[src/rtl/pc_sequencer.sv]
// Program-counter owner: computes the next PC from the jump/branch select,
// writes link addresses and runs the memory-indirect jump read with timeout.
module pc_sequencer #(
  parameter logic [31:0] RESET_PC = 32'h0040_0000,
  parameter int          TIMEOUT  = 16
) (
  input  logic        clk,
  input  logic        rst_n,
  input  logic        step,
  input  logic [1:0]  cont,
  input  logic        link,
  input  logic [15:0] imm,
  input  logic [25:0] target,
  input  logic [31:0] rs_val,
  input  logic        mem_ack,
  input  logic [31:0] mem_rdata,
  output logic [31:0] pc,
  output logic        stall,
  output logic        mem_req,
  output logic [31:0] mem_addr,
  output logic        link_we,
  output logic [31:0] link_data,
  output logic        bus_err
);

  localparam int CW = (TIMEOUT > 2) ? $clog2(TIMEOUT) : 1;
  localparam logic [CW-1:0] CNT_LAST = CW'(TIMEOUT - 1);

  typedef enum logic {RUN = 1'b0, MEM_WAIT = 1'b1} state_t;

  // Handshake: mem_req is held high with a stable mem_addr for the whole
  // MEM_WAIT stay; a read completes on any edge where mem_ack is high, and
  // mem_rdata is taken from that same cycle.

  state_t        state, state_n;
  logic [31:0]   pc_n, mem_addr_n, link_data_n, p4_lat, p4_lat_n;
  logic          link_lat, link_lat_n, link_we_n, bus_err_n;
  logic [CW-1:0] cnt, cnt_n;
  logic [31:0]   p4, br_off;

  assign p4     = pc + 32'd4;
  assign br_off = {{14{imm[15]}}, imm, 2'b00};

  // Both strobes derive from the state register only.
  assign stall   = (state == MEM_WAIT);
  assign mem_req = (state == MEM_WAIT);

  always_comb begin
    state_n     = state;
    pc_n        = pc;
    mem_addr_n  = mem_addr;
    link_data_n = link_data;
    p4_lat_n    = p4_lat;
    link_lat_n  = link_lat;
    cnt_n       = cnt;
    link_we_n   = 1'b0;
    bus_err_n   = 1'b0;
    case (state)
      RUN: begin
        if (step) begin
          case (cont)
            2'b00: begin
              mem_addr_n = rs_val;
              link_lat_n = link;
              p4_lat_n   = p4;
              cnt_n      = '0;
              state_n    = MEM_WAIT;
            end
            2'b01:   pc_n = p4 + br_off;
            2'b10:   pc_n = p4;
            default: pc_n = {p4[31:28], target, 2'b00};
          endcase
          if (cont != 2'b00 && link) begin
            link_we_n   = 1'b1;
            link_data_n = p4;
          end
        end
      end
      MEM_WAIT: begin
        // Ack takes priority over a coincident timeout.
        if (mem_ack) begin
          pc_n    = mem_rdata & 32'hFFFF_FFFC;
          state_n = RUN;
          if (link_lat) begin
            link_we_n   = 1'b1;
            link_data_n = p4_lat;
          end
        end else if (cnt == CNT_LAST) begin
          pc_n      = p4_lat;
          bus_err_n = 1'b1;
          state_n   = RUN;
        end else begin
          cnt_n = cnt + CW'(1);
        end
      end
      default: state_n = RUN;
    endcase
  end

  always_ff @(posedge clk) begin
    if (!rst_n) begin
      state     <= RUN;
      pc        <= RESET_PC;
      mem_addr  <= '0;
      link_data <= '0;
      p4_lat    <= '0;
      link_lat  <= 1'b0;
      cnt       <= '0;
      link_we   <= 1'b0;
      bus_err   <= 1'b0;
    end else begin
      state     <= state_n;
      pc        <= pc_n;
      mem_addr  <= mem_addr_n;
      link_data <= link_data_n;
      p4_lat    <= p4_lat_n;
      link_lat  <= link_lat_n;
      cnt       <= cnt_n;
      link_we   <= link_we_n;
      bus_err   <= bus_err_n;
    end
  end

endmodule
[config.mk]
export PLATFORM = sky130hd
export DESIGN_NAME = pc_sequencer
export DESIGN_NICKNAME = d
export VERILOG_FILES = /design/src/rtl/pc_sequencer.sv
export SDC_FILE = /design/constraint.sdc
export NUM_CORES = 1
export LEC_CHECK = 0
export CORE_ASPECT_RATIO = 0.9
export CORE_MARGIN = 1.5
export CORE_UTILIZATION = 30
export CTS_BUF_LIST = sky130_fd_sc_hd__clkbuf_2 sky130_fd_sc_hd__clkbuf_4 sky130_fd_sc_hd__clkbuf_8
export DETAILED_ROUTE_END_ITERATION = 10
export SYNTH_ARGS = -nofsm -noshare
export SYNTH_HDL_FRONTEND = slang
export SYNTH_SLANG_ARGS = --single-unit
[constraint.sdc]
create_clock -name clk -period 5.9 [get_ports clk]
set_input_delay 0.885 -clock clk [delete_from_list [all_inputs] [get_ports clk]]
set_output_delay 0.885 -clock clk [all_outputs]
set_load 0.05 [all_outputs]
==> reports/results.txt, run 1 <==
The reg2reg setup slack came out at 1.39 ns. In this run the critical register-to-register path is launched from pc[2]. The run gives 2.54 mW as the final total power. In this run the worst hold path is classified as reg2reg. The number of hold buffers added after CTS was 0. Across the run, the number of max-cap violations was 0. The tools report the number of pins with negative max-slew slack in the final report as 0. The number of different library cells in the post-synthesis netlist is 69, and the number of synthesized flops with an enable pin is 0. The run gives 5 as the number of iterations in the first detailed-routing pass. The register clock-pin slew on the reported worst setup and hold paths works out to 0.10 ns. In this run, the clock network consumes 30.7% of the power. The internal portion of the total power is 1.57 mW. The routed layout has 8718 vias.

The number of global-route vias before repair is 8344. Net switching is 38.1% of the power. The detailed placer's ending HPWL came out at 21600 um. For the pin with the worst max-slew slack, the measured transition is 1.01 ns.

The maximum clock frequency came out at 222 MHz. Dividing the final minimum period by the clock period gives 76.5%. The worst path in the final design needs a cycle of 4.51 ns, including I/O delays and setup. Synthesis produced a netlist with a net count of 1279. Sorting the synthesized cells by area gives the leading types as dfxtp_1 32%, nand2_1 9.4%, a21oi_1 7.4%.

The logs give 0.967 mW for the total net switching power and 713 for the initial detailed-routing violation count. The first global-routing pass estimated 46000 um of wire. The met3 global-route usage is 3.89%.

The number of buffers created by CTS is 17, and the areal power density over the cells is 228 nW/um^2. For the final wirelength, the log shows 30100 um. For this run the aggregate overflow at the end of global routing stands at 0. The die covers 29000 sq um.

The proportion of layout cells with a drive suffix above 1 was 6.13%; the antenna cell count was 0. The worst register-to-register path ends at pc[25]. The worst max-slew margin expressed relative to the limit is 32.9%, and the number of remaining DRC errors is 0.

The count of nets left with antenna violations once routing finished came out at 0. Setup violations remaining at the end of the flow were counted as 0. The synthesized flop and latch total was 136. Combinational logic is responsible for 29.3% of the overall power.

The instance count along the most critical hold path was 2. For the routing usage on met2, the log shows 33.7%. Cell with the most instances on the worst path: nand4_1. After floorplanning, the core was sized to cover 27200 sq um. Number of instances in the synthesized netlist: 1127.

The count of buffers added on input and output ports is 210. The run gives 0 as the number of hold-slack violations in the final timing report. The mapped netlist covers 8400 sq um. TritonCTS built the clock tree. The category of the most critical setup path is reg2reg. Using the TritonRoute via totals, the vias-per-cell ratio works out to 5.25. Across every metal layer, demand over resource in global routing totals 20.6%. The logs give 0.0192 ns for the worst setup skew after layout and 90 for the maximum number of pins on one net before global-route repair.

Share of synthesized flip-flops with an asynchronous set or reset: 0%. The die is 179 um wide. The final hold slack was 0.452 ns. The run gives 0.896 as the routability congestion estimate. For this run, the slowest stage of the critical path takes 0.49 ns. From bottom edge to top edge, the die measures 162 um.

The mean routed wirelength per cell was 18.1 um. The Yosys step of the flow raised 0 warnings. STA classifies the critical path endpoint as a register.

The tools report the clock root buffer as clkbuf_8. The portion of the post-synthesis area used by sequential elements was 32.4%. The largest area contributor in the synthesized netlist was dfxtp_1. The leakage power was 4.11 nW. The clock net in this run drives a total of 136 sinks. Traced cell by cell, the critical path runs through ha_1, and4_1, and2_1, nand4_1, xor2_1, inv_1, ha_1, nand4_1, nor3b_1, nand4_1, o211ai_1, a21oi_1, o21ai_0, xor2_1, a221oi_1, nor3_1. The synthesized area per cell was 7.45 sq um.

The initial antenna violation count is 0, and the maximum net fanout on the critical path is 8. For hold timing, the worst endpoint is link_data[31]. The effective utilization at floorplan was 30.8%. For the row count, the log shows 57. The run gives 4.84 ns as the data arrival time of the critical path. Setup repair after global routing left no endpoint under its margin. The number of gates resized after CTS was 0.

For the worst-skew pair, the clock arrives at the later sink with an insertion delay of 0.47 ns. The top cell type by area accounts for 32.4% of the synthesized area. For this run, global-route usage on met1 was measured as 27.9%.

The most used flip-flop cell after synthesis is dfxtp_1. The startpoint of the worst hold path was link_data[31]. Critical-path cell with the highest stage delay: dfxtp_1. The number of nets at the end of the flow is 1445.

The accumulated negative setup slack is 0 ns. For the worst setup path, the data required time is 6.23 ns. Of the total power, registers draw 40.0%. Post-CTS timing repair inserted 0 buffers for setup. The tools report the number of primary I/O pins as 213. The flow ran to the end, and the final reports show no timing, DRC or antenna violations. The total number of H-tree levels came out at 4. VDD sags by at most 0.145 mV. The growth of design area from synthesis to finish works out to 32.7%. The run gives 2 as the deepest clock path buffer count. met2 is the most crowded layer.

STA classifies the critical path startpoint as a register. The cell count of the worst reg-to-reg path was 16.
state kept, by name, summed over array words and instances (netlist names):
register and flops:
cnt 4, mem_req 1, mem_addr 32, p4_lat 32
link_data 32, bus_err 1, link_we 1, pc 32
link_lat 1
synth_stat cells, types with 5 or more instances:
cell type  number
nand2_1       210
o21bai_1        7
o211ai_1       16
xnor2_1        32
a21oi_1       124
a31oi_1         8
mux2i_1        22
and4_1          5
o21ai_0        59
nor3_1         21
inv_1          46
mux2_2         15
dfxtp_1       136
and3_1          5
nand4_1         9
a221oi_1       11
nand3_1        26
a211oi_1       34
nor2_1        106
xor2_1         22
ha_1           38
a21o_1          7
o21a_1          6
nand2b_1        7
or3_1           6
clkbuf_1       65
cell usage in the layout, fill, tap and decap left out, drive strengths merged, types with 7 or more instances in the layout:
cell	n
xor2	22
clkdlybuf4s50	209
ha	38
nor3	22
nand2b	7
o211ai	16
a221oi	11
mux2i	22
o21ai	61
a21o	7
nand4	10
xnor2	33
inv	58
dfxtp	136
nor2	106
mux2	15
nand2	210
clkbuf	17
a31oi	8
buf	14
o21bai	7
a21oi	124
a211oi	34
nand3	27
or3	7
area by class of cell:
type / instances / area [sq um]
clock buffer: 17 / 234
multi-input combinational: 868 / 5210
inverter: 47 / 179
tap: 354 / 443
fill: 2866 / 16100
sequential: 136 / 2730
clock inverter: 15 / 151
timing repair buffer: 223 / 2190
logic make-up (layout without fill, tap and decap cells):
kind of cell	count (synthesis)	count (layout)	share of synthesized area (%)
XOR/XNOR	55	55	5.96
buffers and inverters	123	302	5.69
flip-flops	136	136	32.4
AO/OA/AOI/OAI	315	315	23.2
multiplexers	37	37	4.63
AND/OR/NAND/NOR	422	422	22.2
adder cells (fa/ha/maj)	39	39	5.90
worst max-delay path by stage:
stage                     startpoint      to  slack, ns  cells past startpoint
after floorplan                pc[2]  pc[29]       1.85                     16
after global placement       imm[15]  pc[25]       1.40                     11
after detailed placement     imm[15]  pc[25]       1.41                     11
after CTS                      pc[2]  pc[29]       1.45                     16
after global routing           pc[2]  pc[25]       1.09                     16
final                          pc[2]  pc[25]       1.39                     16
metal layers:
metal  vias up  wire length, um
met4         0              307
li1       4273                -
met3        24             1990
met2       294            14100
met1      4127            13600
met5         -                0
per-stage QoR:
stage / setup WS [ns] / instance area [sq um] / instances / util [%]
after floorplan: 1.85 / 8400 / 1127 / -
after global placement: 1.40 / 10800 / 1628 / 39.5
after detailed placement: 1.41 / 10800 / 1628 / 39.5
after CTS: 1.45 / 11100 / 1660 / 40.9
after global routing: 1.09 / 11100 / 1660 / 40.9
final: 1.39 / 11100 / 1660 / 40.9
worst max-delay path, delay by kind of cell (launching register included):
kind / cells / cell delay [ns]
compound gates: 4 / 1.17
xor+xnor: 2 / 0.40
fa+ha+maj: 2 / 0.66
buf+inv: 1 / 0.13
flops: 1 / 0.49
simple gates: 7 / 1.51
power groups by stage:
stage / clock (mW) / sequential, mW / combinational, mW
global placement: 0 / 1.03 / 0.735
CTS: 0.806 / 1.01 / 0.743
detailed placement: 0 / 1.03 / 0.739
global route: 0.841 / 1.02 / 0.807
finish: 0.780 / 1.01 / 0.744
floorplan: 0 / 1.13 / 0.373
Note: power is estimated with default switching activity, not from simulation.
==> run 2, diff against run 1 <==
==> constraint.sdc (replaced) <==
create_clock -name clk -period 4.65 [get_ports clk]
set_input_delay 0.6975 -clock clk [delete_from_list [all_inputs] [get_ports clk]]
set_output_delay 0.6975 -clock clk [all_outputs]
set_load 0.05 [all_outputs]
==> reports/results.txt, run 2 (synthesis gave the netlist of run 1 again) <==
Mean routed wirelength per cell: 17.8 um (was 18.1 um). TritonCTS built the clock tree. The proportion of layout cells with a drive suffix above 1 is 6.63% (was 6.13%). Final critical-path share of the clock period: 90.5% (was 76.5%). The run gives 4 (unchanged) as the total number of H-tree levels.

The total routing usage reported by global routing came out at 20.3% (was 20.6%). The clock period minus worst slack was 4.21 ns (was 4.51 ns); the total net switching power was 1.14 mW (was 0.967 mW). The logs give 57 (unchanged) for the row count and 5220 sq um (was 5210 sq um) for the multi-input gate area in the final layout. The combinational power share came out at 29.6% (was 29.3%). The number of buffers created by CTS came out at 17 (unchanged).

For the register cell area after layout, the log shows 2730 sq um (unchanged). Setup repair after global routing left no endpoint under its margin. Sort of element at the end of the critical path: a register (unchanged).

The category of the most critical setup path is reg2reg (unchanged). The transition time of the tightest slew-check pin came out at 0.927 ns (was 1.01 ns). The overall die width is 179 um (unchanged), and the number of remaining DRC errors is 0 (unchanged). The first-pass GRT wire length was 45200 um (was 46000 um); the data arrival time of the critical path was 4.54 ns (was 4.84 ns). The insertion delay of the later-clocked pin in the worst-skew pair is 0.45 ns (was 0.47 ns).

The worst path required time is 4.98 ns (was 6.23 ns). The maximum number of pins on one net before global-route repair was 106 (was 90); the area enclosed by the die boundary was 29000 sq um (unchanged). The logs give 1452 (was 1445) for the number of nets at the end of the flow and 2.09 mW (was 1.57 mW) for the internal power of the cells. The switching share of total power is 35.2% (was 38.1%). The register clock-pin slew on the reported worst setup and hold paths is 0.08 ns (was 0.10 ns). The logs give 2 (unchanged) for the deepest clock path buffer count and 4.16 nW (was 4.11 nW) for the leakage power. Routability congestion estimate: 0.858 (was 0.896). The number of global-route vias before repair is 8082 (was 8344), and the final antenna-violating net count is 0 (unchanged). The part of the power in registers was 39.8% (was 40.0%).

The growth of design area from synthesis to finish was 33.6% (was 32.7%); the final wirelength was 29700 um (was 30100 um). The maximum net fanout on the critical path came out at 7 (was 8). The areal power density over the cells was 288 nW/um^2 (was 228 nW/um^2).

The clock root buffer is clkbuf_8 (unchanged). The logs give 8606 (was 8718) for the total number of vias and 580 (was 713) for the initial detailed-routing violation count. The maximum clock frequency was 238 MHz (was 222 MHz); the global route total overflow was 0 (unchanged). For the number of iterations in the first detailed-routing pass, the log shows 5 (unchanged).

The number of hold-slack violations in the final timing report was 0 (unchanged); the total of fill cells in the finished design was 2814 (was 2866). The logs give 0 (unchanged) for the number of max-cap violations and 0 (unchanged) for the number of pins with negative max-slew slack in the final report. Die extent in y: 162 um (unchanged). The number of standard cells in the final layout excluding fillers came out at 1666 (was 1660). Most frequent standard cell in the layout excluding fill and tap cells: nand2_1 (unchanged). The clock sink count came out at 136 (unchanged). The initial antenna violation count was 0 (unchanged). The logs give 27200 sq um (unchanged) for the core area and 0 (unchanged) for the number of setup violations in the final report. The tools report the final design area excluding fillers as 11200 sq um (was 11100 sq um). The peak ir drop on the vdd network came out at 0.162 mV (was 0.145 mV).

The effective utilization at floorplan was 30.8% (unchanged). Worst min-delay path category: reg2reg (unchanged). The post-CTS setup repair buffer count came out at 0 (unchanged). The worst max-slew margin expressed relative to the limit is 38.0% (was 32.9%), and the detailed placer's ending HPWL is 21600 um (about the same). The tools report the accumulated negative setup slack as 0 ns (unchanged). For the worst setup skew after layout, the log shows 0.0115 ns (was 0.0192 ns). The clock network power share is 30.6% (was 30.7%). Most used cells in the layout excluding fill and tap cells: 210 x nand2_1, 209 x clkdlybuf4s50_1, 135 x dfxtp_1 (unchanged). The critical path startpoint category was a register (unchanged).

The logs give 10800 sq um (about the same) for the cell area reported after detailed placement and 0 (unchanged) for the antenna cell count. For the final hold slack, the log shows 0.454 ns (was 0.452 ns). For the cell count after placement, the log shows 1635 (was 1628). The run finished with clean final reports. The number of primary I/O pins was 213 (unchanged). The number of buffers inserted for hold repair after clock tree synthesis came out at 0 (unchanged).

The average vias per placed instance was 5.17 (was 5.25); the quantity of I/O buffers inserted on ports was 210 (unchanged).
run 2: changes by cell type in the layout (fill, tap and decap cells not counted), moves of 2 or more:
cell / change
buf_4: +5
inv_6: -5
bufinv_16: +2
clkinv_4: +3
inv_8: -4
clkinv_2: +5
clkinv_8: -2
buf_12: +2
run 2: what timing repair did:
action,in CTS,in global routing
endpoints found under the hold margin,0,0
gates resized for setup,0,1
setup endpoints to repair,0,1
run 2: worst max-delay path, cell delays in order (launching register included):
cell and delay (ns):
dfxtp_1 0.41, ha_1 0.23, and4_1 0.32, and2_1 0.19, nand4_1 0.11, xor2_1 0.28, inv_1 0.13, ha_1 0.41
nand4_1 0.17, nor3b_2 0.30, nand4_1 0.18, o211ai_1 0.39, a21oi_1 0.25, o21ai_0 0.28, xnor2_1 0.13, a221oi_1 0.25
nor3_1 0.07
run 2: power by group through the flow:
stage | combinational (mW) | clock (mW) | sequential [mW]
after global placement | 0.948 | 0 | 1.31
final | 0.957 | 0.988 | 1.29
after global routing | 1.04 | 1.07 | 1.30
after CTS | 0.957 | 1.02 | 1.29
after detailed placement | 0.952 | 0 | 1.31
after floorplan | 0.473 | 0 | 1.43
run 2: layer usage:
| layer | vias up | global-route usage [%] | wire length (um) |
|---|---|---|---|
| met5 | - | 0 | 0 |
| met4 | 0 | 5.30 | 482 |
| met3 | 29 | 3.77 | 1750 |
| met2 | 283 | 32.0 | 13500 |
| met1 | 4008 | 28.1 | 13900 |
| li1 | 4286 | - | - |
run 2: path summary, 6_finish.rpt:
kind	start	endpoint	slack, ns	depth (start not counted)
max	pc[3]	pc[27]	0.44	16
max reg2reg	pc[3]	pc[27]	0.44	16
min	link_data[23]	link_data[23]	0.45	2
min reg2reg	link_data[23]	link_data[23]	0.45	2
run 2: per-stage QoR:
stage	setup WS (ns)	utilization, %	power [mW]
2_1_floorplan	0.596	-	1.90
3_3_place_gp	0.490	39.8	2.26
3_5_place_dp	0.417	39.8	2.26
4_1_cts	0.361	41.2	3.26
5_1_grt	0.0870	41.2	3.40
6_report	0.440	41.2	3.23
run 2: final cells by class:
type,instances,share of cell area (%)
tap,354,3.95
inverter,47,1.59
multi-input combinational,868,46.5
clock inverter,12,1.14
clock buffer,19,2.27
sequential,136,24.3
timing repair buffer,230,20.2
==> run 3, diff against run 2 <==
--- a/config.mk
+++ b/config.mk
@@ -7,9 +7,12 @@
 export LEC_CHECK = 0
 export CORE_ASPECT_RATIO = 0.9
 export CORE_MARGIN = 1.5
-export CORE_UTILIZATION = 30
+export CORE_UTILIZATION = 51
 export CTS_BUF_LIST = sky130_fd_sc_hd__clkbuf_2 sky130_fd_sc_hd__clkbuf_4 sky130_fd_sc_hd__clkbuf_8
+export CTS_CLUSTER_DIAMETER = 80
 export DETAILED_ROUTE_END_ITERATION = 10
+export PLACE_DENSITY = 0.83
+export REMOVE_ABC_BUFFERS = 1
 export SYNTH_ARGS = -nofsm -noshare
 export SYNTH_HDL_FRONTEND = slang
 export SYNTH_SLANG_ARGS = --single-unit
==> reports/results.txt, run 3 (synthesis gave the netlist of run 1 again) <==
The logs give 17200 sq um (was 29000 sq um) for the area enclosed by the die boundary and 0 (unchanged) for the number of hold-slack violations in the final timing report. The transition time of the tightest slew-check pin was 0.943 ns (was 0.927 ns). The final total power came out at 3.22 mW (was 3.23 mW). The worst max-slew margin expressed relative to the limit is 37.1% (was 38.0%). The logs give 4.77 ns (was 4.54 ns) for the data arrival time of the critical path and 41.8% (was 28.1%) for the met1 track utilization from global routing.

Number of primary I/O pins: 213 (unchanged). The maximum clock frequency is 229 MHz (was 238 MHz). The tools report the deepest clock path buffer count as 2 (unchanged). Global-route layer with the greatest usage: met2 (unchanged). Most used cells in the layout excluding fill and tap cells: 210 x nand2_1, 209 x clkdlybuf4s50_1, 135 x dfxtp_1 (unchanged). The number of gates resized after CTS was 0 (unchanged); the number of standard cells in the final layout excluding fillers was 1523 (was 1666). The leakage power was 4.17 nW (was 4.16 nW). The number of iterations in the first detailed-routing pass is 5 (unchanged), and the maximum net fanout on the critical path is 5 (was 7). The register cell area after layout came out at 2730 sq um (unchanged).

The logs give 0 (unchanged) for the number of max-cap violations and 0 (unchanged) for the number of pins with negative max-slew slack in the final report. For the total routing usage reported by global routing, the log shows 30.7% (was 20.3%). The cell area reported after detailed placement was 10700 sq um (was 10800 sq um).

The run finished with clean final reports. The quantity of I/O buffers inserted on ports came out at 210 (unchanged). Areal power density over the cells: 292 nW/um^2 (was 288 nW/um^2). For the total of fill cells in the finished design, the log shows 1378 (was 2814).

The accumulated negative setup slack came out at 0 ns (unchanged). The logs give 6.15% (was 3.77%) for the met3 global-route usage and 0 (unchanged) for the number of setup violations in the final report. The number of buffers inserted for hold repair after clock tree synthesis was 0 (unchanged).

Clock period minus worst slack: 4.37 ns (was 4.21 ns). The tools report the number of buffers created by CTS as 17 (unchanged). The die extent in y works out to 125 um (was 162 um). The tools report the antenna cell count as 0 (unchanged).

The final design area excluding fillers is 11100 sq um (was 11200 sq um), and the peak ir drop on the vdd network is 0.200 mV (was 0.162 mV). The worst setup skew after layout was 0.00827 ns (was 0.0115 ns). For the total number of vias, the log shows 8836 (was 8606). The clock sink count was 136 (unchanged).

The sort of element at the end of the critical path is a register (unchanged). Total number of H-tree levels: 4 (unchanged). Routability congestion estimate: 0.955 (was 0.858). The maximum number of pins on one net before global-route repair came out at 90 (was 106).

The overall die width is 138 um (was 179 um), and the initial antenna violation count is 0 (unchanged). For the number of nets at the end of the flow, the log shows 1455 (was 1452). The effective utilization at floorplan is 52.1% (was 30.8%), and the growth of design area from synthesis to finish is 31.6% (was 33.6%). For the detailed placer's ending HPWL, the log shows 19000 um (was 21600 um). For the cell count after placement, the log shows 1491 (was 1635). The global route total overflow is 0 (unchanged). The insertion delay of the later-clocked pin in the worst-skew pair was 0.46 ns (was 0.45 ns); the final wirelength was 26900 um (was 29700 um). The routing usage on met2 is 48.0% (was 32.0%), and the multi-input gate area in the final layout is 5210 sq um (was 5220 sq um).

The run gives 8234 (was 8082) as the number of global-route vias before repair. The clock root buffer was clkbuf_8 (unchanged). The first-pass GRT wire length came out at 43000 um (was 45200 um). The critical path startpoint category is a register (unchanged). The register clock-pin slew on the reported worst setup and hold paths is 0.09 ns (was 0.08 ns), and the post-CTS setup repair buffer count is 0 (unchanged). For the final hold slack, the log shows 0.454 ns (about the same). The run gives 44 (was 57) as the row count. The mean routed wirelength per cell was 17.6 um (was 17.8 um); the proportion of layout cells with a drive suffix above 1 was 6.84% (was 6.63%).

Core area: 16100 sq um (was 27200 sq um). Final critical-path share of the clock period: 94.1% (was 90.5%). The average vias per placed instance is 5.80 (was 5.17).

Worst min-delay path category: reg2reg (unchanged). Setup repair after global routing left no endpoint under its margin. The worst path required time is 5.05 ns (was 4.98 ns).

The tools report the number of remaining DRC errors as 0 (unchanged). The most frequent standard cell in the layout excluding fill and tap cells was nand2_1 (unchanged). The category of the most critical setup path was reg2reg (unchanged). The initial detailed-routing violation count is 855 (was 580).

TritonCTS built the clock tree. The final antenna-violating net count is 0 (unchanged).
==> run 3: cell count changes in the layout (fill, tap and decap cells not counted), moves of 2 or more <==
cell,before,now
clkinvlp_4,1,3
inv_8,0,3
buf_4,18,22
inv_6,1,4
clkinv_2,5,1
==> run 3: path summary, 6_finish.rpt <==
path                     start            to  cells after the start  slack (ns)
setup / recovery         pc[3]        pc[29]                     16        0.28
hold / removal    link_data[8]  link_data[8]                      2        0.45
hold reg to reg   link_data[8]  link_data[8]                      2        0.45
setup reg to reg         pc[3]        pc[29]                     16        0.28
==> run 3: area by class of cell <==
cell class	instances	area share, %
Tap cell	207	2.34
Clock buffer	17	2.12
Timing Repair Buffer	233	20.6
Multi-Input combinational cell	868	47.2
Sequential cell	136	24.7
Clock inverter	15	1.45
Inverter	47	1.62
==> run 3: per-stage QoR <==
stage	worst slack [ns]	util [%]
global route	0.0521	68.5
CTS	0.377	68.5
detailed placement	0.468	66.1
global placement	0.482	66.1
finish	0.276	68.5
floorplan	-0.902	-
==> run 3: worst max-delay path, cell delays in order, from the launching register on <==
cell and delay, ns:
dfxtp_1 0.42, ha_1 0.26, and4_1 0.33, nand2_1 0.15, or3_1 0.53, nor2_1 0.18, xnor2_1 0.23, inv_1 0.10
ha_1 0.30, or3_1 0.37, o21ai_0 0.08, a21oi_1 0.07, a2111oi_0 0.63, nor2_1 0.13, xnor2_1 0.15, o221ai_1 0.16
o2111a_1 0.21
==> run 3: per-layer routing <==
| layer | wire length (um) | up-vias |
|---|---|---|
| met1 | 12000 | 4078 |
| met2 | 11900 | 396 |
| met5 | 0 | - |
| met3 | 2100 | 67 |
| li1 | - | 4295 |
| met4 | 906 | 0 |
==> run 3: where the power goes <==
group | internal (mW) | total [mW] | switching, mW | leakage, nW
Combinational | 0.380 | 0.960 | 0.579 | 2.87
Sequential | 1.22 | 1.27 | 0.0549 | 1.11
Clock | 0.444 | 0.991 | 0.547 | 0.192
